--- src/rtl/uart_rx.sv ---
// ============================================================================
//  Module      : uart_rx
//  Description : 8N1 UART receiver. Synchronises rx, detects the start bit,
//                samples each bit at its centre and presents the byte with a
//                one-cycle o_rx_done strobe. When the UART_RX_PARITY_EN macro
//                is defined, an even-parity bit is expected between the data
//                and the stop bit, and o_parity_err reports a mismatch.
//  Revision    : 1.0 - initial release
// ============================================================================
`default_nettype none

module uart_rx #(
  parameter int CLKS_PER_BIT = 4
) (
  input  logic       clk,
  input  logic       rst,
  input  logic       i_rx,
  output logic [7:0] o_out_data,
  output logic       o_rx_done,
  output logic       o_frame_err,
  output logic       o_parity_err,
  output logic       o_busy
);

  // Mid-start-bit offset and last count of a full bit period.
  localparam logic [7:0] c_HALF = 8'((CLKS_PER_BIT - 1) / 2);
  localparam logic [7:0] c_LAST = 8'(CLKS_PER_BIT - 1);

  localparam logic [2:0] c_IDLE   = 3'd0;
  localparam logic [2:0] c_START  = 3'd1;
  localparam logic [2:0] c_DATA   = 3'd2;
`ifdef UART_RX_PARITY_EN
  localparam logic [2:0] c_PARITY = 3'd3;
`endif
  localparam logic [2:0] c_STOP   = 3'd4;

  logic       r_s1;
  logic       r_s2;
  logic [2:0] r_state;
  logic [7:0] r_count;
  logic [2:0] r_bit_idx;
  logic [7:0] r_shift;
  logic [7:0] r_out_data;
  logic       r_rx_done;
  logic       r_frame_err;

  // Two-flop synchroniser; idles high so reset does not look like a start bit.
  always_ff @(posedge clk) begin
    if (rst) begin
      r_s1 <= 1'b1;
      r_s2 <= 1'b1;
    end else begin
      r_s1 <= i_rx;
      r_s2 <= r_s1;
    end
  end

`ifdef UART_RX_PARITY_EN
  logic r_par_bit;
  logic r_parity_err;
`endif

  // Receive FSM: start qualification, bit-centre sampling, stop check.
  always_ff @(posedge clk) begin
    if (rst) begin
      r_state      <= c_IDLE;
      r_count      <= 8'd0;
      r_bit_idx    <= 3'd0;
      r_shift      <= 8'd0;
      r_out_data   <= 8'd0;
      r_rx_done    <= 1'b0;
      r_frame_err  <= 1'b0;
`ifdef UART_RX_PARITY_EN
      r_par_bit    <= 1'b0;
      r_parity_err <= 1'b0;
`endif
    end else begin
      r_rx_done    <= 1'b0;
      r_frame_err  <= 1'b0;
`ifdef UART_RX_PARITY_EN
      r_parity_err <= 1'b0;
`endif
      case (r_state)
        c_IDLE: begin
          r_count   <= 8'd0;
          r_bit_idx <= 3'd0;
          if (!r_s2) begin
            r_state <= c_START;
          end
        end

        // Re-check the line half a bit in; a high line means it was a glitch.
        c_START: begin
          if (r_count < c_HALF) begin
            r_count <= r_count + 8'd1;
          end else begin
            r_count <= 8'd0;
            r_state <= r_s2 ? c_IDLE : c_DATA;
          end
        end

        c_DATA: begin
          if (r_count < c_LAST) begin
            r_count <= r_count + 8'd1;
          end else begin
            r_shift[r_bit_idx] <= r_s2;
            r_count            <= 8'd0;
            if (r_bit_idx != 3'd7) begin
              r_bit_idx <= r_bit_idx + 3'd1;
            end else begin
              r_bit_idx <= 3'd0;
`ifdef UART_RX_PARITY_EN
              r_state   <= c_PARITY;
`else
              r_state   <= c_STOP;
`endif
            end
          end
        end

`ifdef UART_RX_PARITY_EN
        c_PARITY: begin
          if (r_count < c_LAST) begin
            r_count <= r_count + 8'd1;
          end else begin
            r_par_bit <= r_s2;
            r_count   <= 8'd0;
            r_state   <= c_STOP;
          end
        end
`endif

        // Leave at mid-stop so a following start bit is seen with no dead time.
        c_STOP: begin
          if (r_count < c_LAST) begin
            r_count <= r_count + 8'd1;
          end else begin
            r_count <= 8'd0;
            r_state <= c_IDLE;
            if (r_s2) begin
              r_out_data   <= r_shift;
              r_rx_done    <= 1'b1;
`ifdef UART_RX_PARITY_EN
              r_parity_err <= r_par_bit ^ (^r_shift);
`endif
            end else begin
              r_frame_err <= 1'b1;
            end
          end
        end

        default: begin
          r_state <= c_IDLE;
          r_count <= 8'd0;
        end
      endcase
    end
  end

  assign o_out_data  = r_out_data;
  assign o_rx_done   = r_rx_done;
  assign o_frame_err = r_frame_err;
  assign o_busy      = (r_state != c_IDLE);
`ifdef UART_RX_PARITY_EN
  assign o_parity_err = r_parity_err;
`else
  assign o_parity_err = 1'b0;
`endif

endmodule

`default_nettype wire

--- config.mk ---
export PLATFORM = sky130hd
export DESIGN_NAME = uart_rx
export DESIGN_NICKNAME = d
export VERILOG_FILES = /design/src/rtl/uart_rx.sv
export SDC_FILE = /design/constraint.sdc
export NUM_CORES = 1
export LEC_CHECK = 0
export ABC_AREA = 1
export CAP_MARGIN = 10
export CORE_MARGIN = 5
export CORE_UTILIZATION = 42
export DETAILED_ROUTE_END_ITERATION = 7
export DONT_BUFFER_PORTS = 1
export PLACE_DENSITY_LB_ADDON = 0.2
export SKIP_LAST_GASP = 1
export SYNTH_ARGS = -nofsm -noshare
export SYNTH_HDL_FRONTEND = slang
export SYNTH_SLANG_ARGS = --single-unit
--- constraint.sdc ---
create_clock -name clk -period 1.4 [get_ports clk]
set_input_delay 0.21 -clock clk [delete_from_list [all_inputs] [get_ports clk]]
set_output_delay 0.21 -clock clk [all_outputs]
set_load 0.02 [all_outputs]
==> Word-level counts from Yosys, hierarchy flattened <==
Cells that the tools add are included.
{ "classes": {"eq_ne": 9, "n_bitwise": 2, "addsub": 2, "muxes": 18, "reduce_logical": 10, "magnitude_cmp": 4} }
{ "op_table": {"columns": ["operator", "count"], "rows": [
  ["$mux 3", 7],
  ["$mux 8", 2],
  ["$pmux 8 s2", 1],
  ["$pmux 3 s4", 1],
  ["$ne 2x2->1 const B", 5],
  ["$add 8x1->8 const B", 1],
  ["$bwmux 8", 1],
  ["$lt 8x1->1 const B", 1],
  ["$lt 8x2->1 const B", 1],
  ["$pmux 3 s2", 1],
  ["$reduce_and 5->1", 1],
  ["$lt 3x4->1 const B", 1],
  ["$reduce_and 2->1", 2],
  ["$add 3x1->3 const B", 1],
  ["$demux 1 s3", 1],
  ["$eq 3x1->1 const B", 1],
  ["$eq 3x2->1 const B", 1],
  ["$eq 3x3->1 const B", 1],
  ["$ge 3x1->1 const B", 1],
  ["$logic_not 3->1", 1],
  ["$mux 1", 3],
  ["$ne 3x3->1 const B", 1],
  ["$reduce_and 3->1", 1],
  ["$reduce_bool 3->1", 1],
  ["6 further kinds", 7]
]} }
{ "totals": {"input_bits": 3, "register_bits": 34, "out_inout_bits": 12, "word_cells": 54} }

==> Depth between registers and ports, before layout <==
{ "logic_depth": {"word_depth": 5, "ltp_mapped": 10, "depth_no_buf": 10} }

==> Worst setup path before layout <==
OpenSTA, ideal clock, no wires.
{ "synth_path": {"path_type": "register to register", "startpoint": "register r_count[0]", "endpoint": "register r_shift[5]", "arrival_time_ns": 1.210, "n_path_buf": 1, "required_time_ns": 1.282, "synth_period_minus_slack_ns": 1.328, "path_stages_with_launch": 11, "slack_ns": 0.072, "setup_time_ns": 0.118, "path_cell_list": "dfxtp_1 -> ha_1 -> inv_1 -> nand2_2 -> inv_1 -> nand2_4 -> nand2_4 -> buf_6 -> nor2_2 -> o21ai_1 -> nor2_1"} }
{ "synth_between": {"elab_chain_cells": 3} }
{ "synth_lines": {"columns": ["item", "line", "rtl"], "rows": [
  ["from (decl)", "40", "logic [7:0] r_count;"],
  ["from (signal assigned)", "95", "r_count <= r_count + 8'd1;"],
  ["from (signal assigned)", "104", "r_count <= r_count + 8'd1;"],
  ["from (signal assigned)", "136", "r_count <= r_count + 8'd1;"],
  ["$lt 8x2->1", "103", "if (r_count < c_LAST) begin"],
  ["$not 1->1 (no source line)", null, null],
  ["$reduce_and 2->1 (no source line)", null, null],
  ["to (signal, indexed assignment)", "106", "r_shift[r_bit_idx] <= r_s2;"],
  ["to (decl)", "42", "logic [7:0] r_shift;"]
]} }
Every way passes these cells.
A chain may end at the register's enable or synchronous reset.

==> Worst setup path after layout <==
{ "layout_path": {"startpoint": "register r_state[2]", "endpoint": "output port o_busy"} }
{ "layout_between": {"elab_chain_cells": 1} }
{ "layout_lines": {"columns": ["item", "line", "rtl"], "rows": [
  ["from (decl)", "39", "logic [2:0] r_state;"],
  ["from (signal assigned)", "66", "r_state <= c_IDLE;"],
  ["from (signal assigned)", "88", "r_state <= c_START;"],
  ["from (signal assigned)", "98", "r_state <= r_s2 ? c_IDLE : c_DATA;"],
  ["$reduce_bool 3->1", "163", "assign o_busy = (r_state != c_IDLE);"],
  ["to (decl)", "22", "output logic o_busy"]
]} }
Every way passes these cells.

==> impl_summary.txt <==
----------------------------------------------------
[Critical path]
  Req. time, crit path ... ~1.2 ns
  Worst-path maximum fanout ... 5
  Number of cells on the worst reg-to-reg path ... 10
  Worst endpoint data arrival time ... about 1.1 ns
  Crit path max-delay family ... flip-flops
  Slack of the worst reg-to-reg path ... 0.09 ns
  Kind of critical path ... flop to primary output
  Cell count along the critical path ... 3
  Largest stage delay, worst path ... 0.37 ns
  Critical path startpoint category ... flop
  Cell type of the slowest stage on the worst timing path ... sky130_fd_sc_hd__dfxtp_2
  Number of buffers and inverters on the critical path ... 1
  Cells along the critical path ... nor2_4 -> nand2_2 -> buf_4
  Worst setup EP type ... primary output

[Logic synthesis]
  Share of synthesized cell area in full adder, half adder and majority cells ... 3.39%
  Complex-gate fraction of the synthesized area ... 8.31%
  Library cells used by synthesis ... 26
  Fraction of the yosys area taken by sequential cells ... between 40 and 50%
  Share of cell area taken by muxes after synthesis ... 0%
  Post-synth design cell area ... 1480 um^2
  Combinational family with the most area after synthesis ... simple AND/OR/NAND/NOR gates
  Simple-gate area share of the yosys netlist ... 33.0%
  Flops & latches, synth ... 34
  Synthesis Warnings ... 0
  Post-synthesis share of cell area spent on xor and xnor gates ... 0%
  Mean instance size in the synthesized netlist ... 7.60 um^2
  Number of instances in the synthesized netlist ... 194

[Global route]
  Antenna violations before repair ... 0
  Largest net degree at the start of global routing ... 18
  Congestion Overflow GR ... 0
  Grt peak-use layer ... met2
  Total track usage ... 13.1%
  Via count of the first global-routing pass ... 1114
  Global-route wire length before repair ... 5130 um
  M2 GR Usage ... 19.4%
  GR Layer Usage met3 ... under 10%
  Met1 GRT Util ... 17.1%

[Floorplanning]
  Top-Level Pins ... 15
  Die width ... 69.3 um
  Full die area ... 4800 um^2
  Row count ... 21
  Core region area ... 3360 um^2
  Effective utilization at floorplan ... 43.9%
  Chip Height ... 69.3 um

[Run]
  Max-capacitance violation count ... 0

[Clock network]
  Clk buf depth ... 2
  CTS tree ... built
  Post-CTS setup repair buffer count ... 0
  Worst-path clk slew ... around 0.1 ns
  CTS Root Buffer Type ... sky130_fd_sc_hd__clkbuf_4
  Sink count of the clock tree ... 34
  Clock Latency Late Sink ... 0.34 ns
  Cts bufs inserted ... 5
  H-tree depth ... 2

[STA]
  Achievable Freq ... 0.742 GHz
  Post-route setup slack ... about 0.052 ns
  Setup Viol. Count Final ... 0
  Final Max Slew Viols ... 0
  Maximum clock skew at final layout ... 0.00342 ns
  Setup repair after global routing missed its margin ... true
  Post-route minimum period ... 1.35 ns
  Final hold violation count ... 0
  Ratio of final minimum period to clock period ... a little over nine tenths
  Worst hold-check slack ... 0.112 ns

[Placed design]
  Sum of net half-perimeters after detailed placement ... 2140 um
  Count of input and output buffers ... 0
  GPL Wtd Cong ... 0.852
  Post-placement setup slack ... -0.0697 ns

[Hold path]
  Worst hold path depth ... 3
  Worst min path class ... input pin to flop

[Drt]
  Antenna viol nets, final ... 0
  Vias after detailed routing ... 1281
  Residual DRC ... 0
  Mean number of vias per cell ... 4.97
  1st-pass router iterations ... 5
  Iteration-0 DRC count of the detailed router ... 88
  Wire per inst ... 11.8 um
  Total routed wirelength ... 3040 um

[Power]
  Maximum vdd drop ... 0.861 mV
  Power per cell area ... 1720 nW/um^2
  Leakage power total ... 0.721 nW

[Finish]
  Filler cell count ... between 300 and 400
  Area Overhead vs Synth ... 17.4%
  Most common cell after layout, fill and taps aside ... sky130_fd_sc_hd__nor2_1
  Share of layout cells above drive strength 1 ... 24.1%
  Nets ... around 220
  Leading cell types in the layout, fill and taps excluded ... sky130_fd_sc_hd__nor2_1 (32), sky130_fd_sc_hd__nand2_1 (29), sky130_fd_sc_hd__dfxtp_1 (27)
  Antenna diode count ... 0

[Outcome]
  Result of the run ... finished, final reports clean

----------------------------------------------------
per-layer routing:
metal / wire length (um) / vias to the layer above
met2: 1450 / 27
met5: 0 / -
met1: 1390 / 592
li1: - / 656
met3: 153 / 6
met4: 45 / 0
sequential cells by signal, indices dropped and copies added, names as in the netlist:
signal       flops
o_frame_err      1
o_rx_done        1
r_state          3
r_count          8
o_out_data       8
r_s2             1
r_shift          8
r_s1             1
r_bit_idx        3
cell families (layout without fill, tap and decap cells):
family,Yosys count,in the layout
flops,34,34
buf+inv,29,40
simple gates,102,104
other cells,1,6
compound gates,24,24
fa+ha+maj,4,4
worst min-delay path, stage by stage:
cell and delay, ns:
sky130_fd_sc_hd__inv_1 0.07, sky130_fd_sc_hd__o21ai_1 0.09, sky130_fd_sc_hd__nor2_1 0.05
stage by stage:
| stage | instances | area, um^2 | total power, mW | utilization [%] | TNS (ns) |
|---|---|---|---|---|---|
| floorplan | 199 | 1490 | 1.97 | - | 0 |
| CTS | 256 | 1650 | 2.81 | 49.1 | -0.0348 |
| global route | 258 | 1730 | 3.21 | 51.5 | -0.0626 |
| finish | 258 | 1730 | 2.98 | 51.5 | 0 |
| global placement | 246 | 1560 | 2.18 | 46.4 | 0 |
| detailed placement | 246 | 1560 | 2.21 | 46.4 | -0.168 |
power by group:
| part | switching [mW] | internal (mW) | total (mW) | leakage [nW] |
|---|---|---|---|---|
| Clock | 0.338 | 0.241 | 0.579 | 0.0343 |
| Sequential | 0.114 | 1.09 | 1.20 | 0.280 |
| Combinational | 0.794 | 0.404 | 1.20 | 0.407 |
| Total | 1.25 | 1.73 | 2.98 | 0.721 |
synth_stat cells:
cell type | instances | area, um^2
sky130_fd_sc_hd__nand3_1 | 2 | 10.0
sky130_fd_sc_hd__nor2_4 | 1 | 11.3
sky130_fd_sc_hd__buf_4 | 1 | 7.51
sky130_fd_sc_hd__nor2_1 | 33 | 124
sky130_fd_sc_hd__clkbuf_1 | 1 | 3.75
sky130_fd_sc_hd__dfxtp_1 | 34 | 681
sky130_fd_sc_hd__inv_2 | 1 | 3.75
sky130_fd_sc_hd__o21ai_1 | 2 | 10.0
sky130_fd_sc_hd__nand2_2 | 4 | 25.0
sky130_fd_sc_hd__inv_1 | 21 | 78.8
sky130_fd_sc_hd__buf_2 | 2 | 10.0
sky130_fd_sc_hd__nand2_4 | 2 | 22.5
sky130_fd_sc_hd__nor4_1 | 3 | 18.8
sky130_fd_sc_hd__nand2_1 | 31 | 116
sky130_fd_sc_hd__ha_1 | 4 | 50.1
sky130_fd_sc_hd__clkinv_2 | 1 | 5.00
sky130_fd_sc_hd__nor3_1 | 9 | 45.0
sky130_fd_sc_hd__nand3_2 | 2 | 20.0
sky130_fd_sc_hd__a21oi_1 | 11 | 55.1
sky130_fd_sc_hd__nor2_2 | 3 | 18.8
sky130_fd_sc_hd__or2_2 | 2 | 12.5
sky130_fd_sc_hd__nand4_1 | 10 | 62.6
sky130_fd_sc_hd__o21ai_0 | 10 | 50.1
sky130_fd_sc_hd__a21o_1 | 1 | 7.51
sky130_fd_sc_hd__buf_6 | 2 | 22.5
sky130_fd_sc_hd__conb_1 | 1 | 3.75
area by class of cell:
class,instances,area (um^2),area share [%]
multi-input combinational,138,757,43.7
timing repair buffer,9,76.3,4.41
clock buffer,6,51.3,2.96
inverter,23,87.6,5.06
sequential,34,689,39.8
tap,46,57.6,3.32
clock inverter,2,12.5,0.723
final timing paths:
check | start | endpoint
setup / recovery | r_state[2]$_SDFFE_PP0P_ | o_busy
hold reg to reg | r_count[0]$_SDFF_PP0_ | r_count[0]$_SDFF_PP0_
hold / removal | rst | r_bit_idx[0]$_SDFFE_PP0P_
setup reg to reg | r_bit_idx[0]$_SDFFE_PP0P_ | r_state[1]$_SDFFE_PP0P_
timing repair:
item	CTS	global route
endpoints found under the setup margin	4	23
pin swaps	1	7
resized for setup	2	28
cloned	0	2
hold buffers	2	0
endpoints found under the hold margin	12	0
(Power assumes the default switching activity.)
